## config.mk

```make
export PLATFORM = sky130hd
export DESIGN_NAME = min_key_scheduler_flat
export DESIGN_NICKNAME = d
export VERILOG_FILES = /design/src/rtl/min_key_scheduler_pkg.sv /design/src/rtl/min_key_scheduler_if.sv /design/src/rtl/min_key_scheduler_key_lt_cmp.sv /design/src/rtl/min_key_scheduler.sv /design/src/flat_wrapper.sv
export SDC_FILE = /design/constraint.sdc
export NUM_CORES = 1
export LEC_CHECK = 0
export CORE_ASPECT_RATIO = 1.75
export CORE_MARGIN = 1
export CORE_UTILIZATION = 30
export CTS_CLUSTER_DIAMETER = 80
export DETAILED_ROUTE_END_ITERATION = 8
export DONT_BUFFER_PORTS = 1
export PLACE_DENSITY_LB_ADDON = 0.15
export SETUP_SLACK_MARGIN = 0.4
export SLEW_MARGIN = 20
export SYNTH_ARGS = -nofsm -noshare
export SYNTH_HDL_FRONTEND = slang
export SYNTH_HIERARCHICAL = 1
export SYNTH_SLANG_ARGS = --single-unit
```

## constraint.sdc

```tcl
create_clock -name i_clk -period 4.4 [get_ports i_clk]
set_clock_uncertainty 0.2 [all_clocks]
set_input_delay 0.88 -clock i_clk [delete_from_list [all_inputs] [get_ports i_clk]]
set_output_delay 0.88 -clock i_clk [all_outputs]
set_load 0.02 [all_outputs]
```

## src/rtl/min_key_scheduler_pkg.sv

```systemverilog
// Shared types and default sizing for the minimum-key scheduler.
package min_sched_pkg;

  // Scan controller states
  typedef enum logic [1:0] {
    IDLE = 2'd0,
    SCAN = 2'd1,
    DONE = 2'd2
  } state_e;

  localparam int KEY_W_DEF = 6;
  localparam int N_REQ_DEF = 8;

endpackage

```

## src/rtl/min_key_scheduler_if.sv

```systemverilog
// Request/result bundle between the request collector, the scheduler and the dispatch stage.
interface min_key_scheduler_if
  import min_sched_pkg::*;
#(
  parameter int N_REQ = N_REQ_DEF,
  parameter int KEY_W = KEY_W_DEF
) ();

  localparam int IDX_W = $clog2(N_REQ);

  logic                   i_start;
  logic                   i_abort;
  logic [N_REQ*KEY_W-1:0] i_keys;
  logic [N_REQ-1:0]       i_req_mask;

  logic                   o_busy;
  logic                   o_done;
  logic                   o_valid;
  logic                   o_none;
  logic [IDX_W-1:0]       o_min_idx;
  logic [KEY_W-1:0]       o_min_key;

  // Requester side: launches scans and consumes the result
  modport master (
    output i_start, i_abort, i_keys, i_req_mask,
    input  o_busy, o_done, o_valid, o_none, o_min_idx, o_min_key
  );

  // Scheduler side
  modport slave (
    input  i_start, i_abort, i_keys, i_req_mask,
    output o_busy, o_done, o_valid, o_none, o_min_idx, o_min_key
  );

endinterface

```

## src/rtl/min_key_scheduler_key_lt_cmp.sv

```systemverilog
// Unsigned strict less-than comparator, shared by the scan loop.
module key_lt_cmp #(
  parameter int KEY_W = 6
) (
  input  logic [KEY_W-1:0] a,
  input  logic [KEY_W-1:0] b,
  output logic             a_lt_b
);

  // Walk from the MSB; the first differing bit decides the ordering
  always_comb begin
    logic found;
    a_lt_b = 1'b0;
    found  = 1'b0;
    for (int i = KEY_W - 1; i >= 0; i--) begin
      if (!found && (a[i] != b[i])) begin
        a_lt_b = b[i];
        found  = 1'b1;
      end
    end
  end

endmodule

```

## src/rtl/min_key_scheduler.sv

```systemverilog
// Sequential minimum-key scheduler: one shared comparator visits one requester per cycle.
module min_key_scheduler
  import min_sched_pkg::*;
#(
  parameter int N_REQ = N_REQ_DEF,
  parameter int KEY_W = KEY_W_DEF
) (
  input  logic                 i_clk,
  input  logic                 i_rst_n,
  min_key_scheduler_if.slave   bus
);

  localparam int IDX_W = $clog2(N_REQ);
  localparam logic [IDX_W-1:0] LAST_IDX = IDX_W'(N_REQ - 1);

  state_e           state;

  logic [KEY_W-1:0] snap_keys [N_REQ];
  logic [N_REQ-1:0] snap_mask;

  logic [IDX_W-1:0] idx;
  logic             seeded;
  logic [KEY_W-1:0] best_key;
  logic [IDX_W-1:0] best_idx;

  logic             busy_q;
  logic             done_q;
  logic             valid_q;
  logic             none_q;
  logic [IDX_W-1:0] min_idx_q;
  logic [KEY_W-1:0] min_key_q;

  logic             start_now;
  logic [KEY_W-1:0] cur_key;
  logic             cur_sel;
  logic             cur_lt_best;

  assign start_now = bus.i_start && ((state == IDLE) || (state == DONE));
  assign cur_key   = snap_keys[idx];
  assign cur_sel   = snap_mask[idx];

  key_lt_cmp #(
    .KEY_W (KEY_W)
  ) u_cmp (
    .a      (cur_key),
    .b      (best_key),
    .a_lt_b (cur_lt_best)
  );

  // Freeze the request set at launch so late changes cannot disturb a running scan
  always_ff @(posedge i_clk or negedge i_rst_n) begin
    if (!i_rst_n) begin
      for (int k = 0; k < N_REQ; k++) begin
        snap_keys[k] <= '0;
      end
      snap_mask <= '0;
    end else if (start_now) begin
      for (int k = 0; k < N_REQ; k++) begin
        snap_keys[k] <= bus.i_keys[k*KEY_W +: KEY_W];
      end
      snap_mask <= bus.i_req_mask;
    end
  end

  // Scan controller with registered status and result outputs
  always_ff @(posedge i_clk or negedge i_rst_n) begin
    if (!i_rst_n) begin
      state     <= IDLE;
      idx       <= '0;
      seeded    <= 1'b0;
      best_key  <= '0;
      best_idx  <= '0;
      busy_q    <= 1'b0;
      done_q    <= 1'b0;
      valid_q   <= 1'b0;
      none_q    <= 1'b0;
      min_idx_q <= '0;
      min_key_q <= '0;
    end else begin
      done_q <= 1'b0;
      case (state)
        IDLE: begin
          if (bus.i_start) begin
            idx      <= '0;
            seeded   <= 1'b0;
            best_key <= '0;
            best_idx <= '0;
            busy_q   <= 1'b1;
            valid_q  <= 1'b0;
            none_q   <= 1'b0;
            state    <= SCAN;
          end
        end

        SCAN: begin
          if (bus.i_abort) begin
            busy_q <= 1'b0;
            state  <= IDLE;
          end else begin
            if (cur_sel && (!seeded || cur_lt_best)) begin
              best_key <= cur_key;
              best_idx <= idx;
              seeded   <= 1'b1;
            end
            if (idx == LAST_IDX) begin
              busy_q <= 1'b0;
              state  <= DONE;
            end else begin
              idx <= idx + IDX_W'(1);
            end
          end
        end

        DONE: begin
          // The finished scan is always published with its done pulse, even when
          // a back-to-back start launches the next scan on this same edge
          done_q    <= 1'b1;
          min_idx_q <= best_idx;
          min_key_q <= best_key;
          valid_q   <= seeded;
          none_q    <= ~seeded;
          if (bus.i_start) begin
            idx      <= '0;
            seeded   <= 1'b0;
            best_key <= '0;
            best_idx <= '0;
            busy_q   <= 1'b1;
            state    <= SCAN;
          end else begin
            state <= IDLE;
          end
        end

        default: begin
          busy_q <= 1'b0;
          state  <= IDLE;
        end
      endcase
    end
  end

  assign bus.o_busy    = busy_q;
  assign bus.o_done    = done_q;
  assign bus.o_valid   = valid_q;
  assign bus.o_none    = none_q;
  assign bus.o_min_idx = min_idx_q;
  assign bus.o_min_key = min_key_q;

endmodule

```

## src/flat_wrapper.sv

```systemverilog
// flat-port wrapper written by rule: the top's interface ports become plain ports
module min_key_scheduler_flat import min_sched_pkg::*;
#(
  parameter int N_REQ = N_REQ_DEF,
  parameter int KEY_W = KEY_W_DEF
)
  (i_clk, i_rst_n, bus_i_start, bus_i_abort, bus_i_keys, bus_i_req_mask, bus_o_busy, bus_o_done, bus_o_valid, bus_o_none, bus_o_min_idx, bus_o_min_key);
  min_key_scheduler_if #(.N_REQ(N_REQ), .KEY_W(KEY_W)) bus_i ();
  input  logic i_clk;
  input  logic i_rst_n;
  input wire logic [$bits(bus_i.i_start)-1:0] bus_i_start;
  input wire logic [$bits(bus_i.i_abort)-1:0] bus_i_abort;
  input wire logic [$bits(bus_i.i_keys)-1:0] bus_i_keys;
  input wire logic [$bits(bus_i.i_req_mask)-1:0] bus_i_req_mask;
  output wire logic [$bits(bus_i.o_busy)-1:0] bus_o_busy;
  output wire logic [$bits(bus_i.o_done)-1:0] bus_o_done;
  output wire logic [$bits(bus_i.o_valid)-1:0] bus_o_valid;
  output wire logic [$bits(bus_i.o_none)-1:0] bus_o_none;
  output wire logic [$bits(bus_i.o_min_idx)-1:0] bus_o_min_idx;
  output wire logic [$bits(bus_i.o_min_key)-1:0] bus_o_min_key;
  assign bus_i.i_start = bus_i_start;
  assign bus_i.i_abort = bus_i_abort;
  assign bus_i.i_keys = bus_i_keys;
  assign bus_i.i_req_mask = bus_i_req_mask;
  assign bus_o_busy = bus_i.o_busy;
  assign bus_o_done = bus_i.o_done;
  assign bus_o_valid = bus_i.o_valid;
  assign bus_o_none = bus_i.o_none;
  assign bus_o_min_idx = bus_i.o_min_idx;
  assign bus_o_min_key = bus_i.o_min_key;
  min_key_scheduler #(.N_REQ(N_REQ), .KEY_W(KEY_W)) u_core (.i_clk(i_clk), .i_rst_n(i_rst_n), .bus(bus_i));
endmodule
```

==> impl_results.md <==
* Status: finished, final reports clean
* Post-Place Worst Slack at 0.2883 ns
* Total global routing overflow at 0
* Num CTS Buffers at 9
* Die H at 152.7 um
* Layout net count at 435
* Initial DRC Count at 105
* Crit share post-route at 0.8764
* Area fraction of the dominant cell type after synthesis at 0.5398
* Finish-stage setup viols at 0
* CP Buf/Inv Count at 1
* Fin util at 0.3500
* DR vias at 2486
* R2R cell count at 12
* Final setup margin at 0.5439 ns
* Mapped Cells at 373
* Inst Count DP at 527
* Cell internal pwr at 1.701 mW
* GR Layer Usage met3 at 0.02763
* Slew Viols, Final at 0
* Instance count on the critical path at 12
* Flops & latches, synth at 84
* Crit path capture type: flop
* CP cell instances: mux4_1 -> mux2_2 -> nand2b_1 -> maj3_2 -> maj3_2 -> maj3_2 -> o211ai_2 -> nand2b_1 -> nand2_1 -> nor2_4 -> buf_12 -> mux2_4
* Global Route met1 Usage at 0.1684
* Synth Warn # at 6
* Reg-to-Reg End: u_core/best_key[0]
* Clock Tree Root: clkbuf_16
* Yosys top cell by area: dfrtp_1
* Sequential Power Share at 0.434
* Clk_lat worst skew at 0.33 ns
* Worst IR Drop VDD at 204.1 uV
* Crit path max-delay family: multiplexers
* Synth top cells by count: nand2_1, dfrtp_1, mux2_2
* # clock sinks at 84
* First-pass GRT wire length at 14520 um
* Setup_tns at 0 ns
* Fraction of layout instances using a drive strength above 1 at 0.1406
* WP data arrival at 3.87 ns
* Synth Area in Simple Gates at 0.2021
* Yosys cell types at 31
* Crit path time final at 3.856 ns
* Ys async rst share at 1.000
* Adder-Cell Fraction of Synth Area at 0.01832
* Post-synthesis compound-gate area fraction at 0.02635
* Antenna-violating nets left at 0
* Req. time, crit path at 4.41 ns
* Hpwl dp at 6590 um
* CP Max Fanout at 9
* Top_reg_cell synth: dfrtp_1
* Global Route Usage Sum at 0.1484
* Max-cap viol count at 0
* Die Area at 13460 um^2
* Vias in the first global route at 2728
* Die Wd at 88.12 um
* Final wirelength at 9131 um
* Per-cell routed wire length at 16.75 um
* Initial antenna violation count at 0
* Mux share of post-synthesis cell area at 0.1719
* Post-synthesis xor/xnor area fraction at 0.006748
* Crit path kind: flop to flop
* Largest family of logic cells by synthesized area: simple AND/OR/NAND/NOR gates
* Drt via density at 4.561
* H-tree depth at 3
* Count leader, synth: nand2_1
* GR Util met2 at 0.2577
* # rows at 54
* Largest net degree at the start of global routing at 85
* Register-to-register setup slack at 0.54 ns
* Sequential fraction of the synthesis area at 0.5398
* Post-synth EDFFs at 0
* Area Growth Syn to Fin at 12.95%
* Hold_buf cts at 0
* Worst slew pin tran at 0.9173 ns
* Clock transition at path regs at 0.06 ns
* Syn nets at 436
* CP startpoint kind: flop
* P_sw at 0.7248 mW
* Core ar. at 12570 um^2
* Leakage at 2.177 nW
* Post-Layout Cell Count at 545
* Clock Path Buffers at 2
* Gpl congestion at 0.7211
* Avg Inst Size Synth at 10.44 um^2
* Initial Utilization at 0.3098
* Pwr dens at 551.6 nW/um^2
* Gr busiest metal: met2
* Antenna cell count at 0
* Clk pwr share at 0.317
* DRC at 0
* Worst r2r src: u_core/idx[0]
* TritonRoute pass-1 iters at 4
* Top post-synthesis cells by area: dfrtp_1, nand2_1, mux4_1
* Logic pwr share at 0.250
* Hold Vio Cnt, Final at 0
* RSZ-0062 raised after global routing: no
* Boundary pin count at 73
* Synthesized area at 3894 um^2
* CTS tree: built
* Max stage delay cell, worst path: mux4_1
* Type of the most critical hold path: input port to asynchronous set/reset pin
* Net Sw Frac at 0.2988
* Port Buffers at 0
* CP max stage delay at 0.62 ns
* Slew HR at 0.3884
* Most Frequent Cell on Critical Path: maj3_2
* Max frequency at 259.3 MHz
==> placed cells by master (no fill, tap or decap), types with 3 or more instances in the layout <==
cell	instances
nand3_1	4
maj3_2	3
nand2_1	173
a21oi_1	3
and2_1	7
mux2_4	6
inv_1	11
buf_4	7
mux2_2	15
clkbuf_16	9
nand2b_1	3
ha_1	3
nor2_1	3
o21ai_0	3
dfrtp_1	83
mux4_1	14
==> sequential cells by signal (all words and copies together), names as in the netlist <==
| name | cells |
|---|---|
| u_core/best_idx | 3 |
| u_core/best_key | 6 |
| u_core/bus.o_busy | 1 |
| u_core/bus.o_done | 1 |
| u_core/bus.o_min_idx | 3 |
| u_core/bus.o_min_key | 6 |
| u_core/bus.o_none | 1 |
| u_core/bus.o_valid | 1 |
| u_core/idx | 3 |
| u_core/seeded | 1 |
| u_core/snap_keys | 48 |
| u_core/snap_mask | 8 |
| u_core/state | 2 |
==> timing repair <==
| item | 4_1_cts | 5_1_grt |
|---|---|---|
| resized for setup | 1 | 0 |
| pin swaps | 0 | 1 |
| setup buffers | 0 | 2 |
| setup endpoints to repair | 6 | 6 |
| gates cloned | 0 | 0 |
==> worst register-to-register path: stages, from the launching register on <==
cell,delay [ns]
dfrtp_2,0.51
mux4_1,0.62
mux2_2,0.31
nand2b_1,0.15
maj3_2,0.31
maj3_2,0.31
maj3_2,0.32
o211ai_2,0.15
nand2b_1,0.16
nand2_1,0.11
nor2_4,0.15
buf_12,0.14
mux2_4,0.30
==> layer usage <==
layer | up-vias | wire, um
li1 | 1216 | -
met5 | - | 0
met2 | 52 | 4910
met3 | 15 | 272
met4 | 0 | 315
met1 | 1203 | 3633
==> cell type report <==
cell class	count	area, um^2
clock buffers	12	256.5
clock inverters	4	47.55
fillers	1330	8169
inverters	11	41.29
multi-input cells	258	1667
flip-flops and latches	84	2103
well taps	168	210.2
repair buffers	8	72.57
==> power by group through the flow <==
| stage | combinational [mW] | sequential, mW | clock (mW) |
|---|---|---|---|
| after floorplan | 0.516 | 0.994 | 0 |
| after global placement | 0.598 | 1.07 | 0 |
| after detailed placement | 0.606 | 1.07 | 0 |
| after CTS | 0.610 | 1.06 | 0.791 |
| after global routing | 0.676 | 1.07 | 0.830 |
| final | 0.605 | 1.05 | 0.769 |
==> logic make-up after synthesis <==
kind of cell | after synthesis
compound gates | 15
simple gates | 196
mux | 38
xor+xnor | 3
buf+inv | 31
fa+ha+maj | 6
flops | 84
==> worst max path at each step <==
stage          slack [ns]     startpoint                  to
3_5_place_dp         0.29  u_core/idx[0]  u_core/best_key[5]
3_3_place_gp         0.31  u_core/idx[0]  u_core/best_key[1]
6_report             0.54  u_core/idx[0]  u_core/best_key[0]
2_1_floorplan        0.58  u_core/idx[1]  u_core/best_key[0]
4_1_cts              0.41  u_core/idx[0]  u_core/best_key[3]
5_1_grt              0.42  u_core/idx[0]  u_core/best_key[0]
==> per-stage QoR <==
| stage | power (mW) | hold WS, ns | instance area [um^2] |
|---|---|---|---|
| floorplan | 1.510 | 0.2373 | 3894 |
| global placement | 1.665 | 0.2540 | 4065 |
| detailed placement | 1.674 | 0.2564 | 4065 |
| CTS | 2.456 | 0.02431 | 4370 |
| global route | 2.579 | 0.02130 | 4398 |
| finish | 2.426 | 0.04179 | 4398 |
Note: power is estimated with default switching activity, not from simulation.
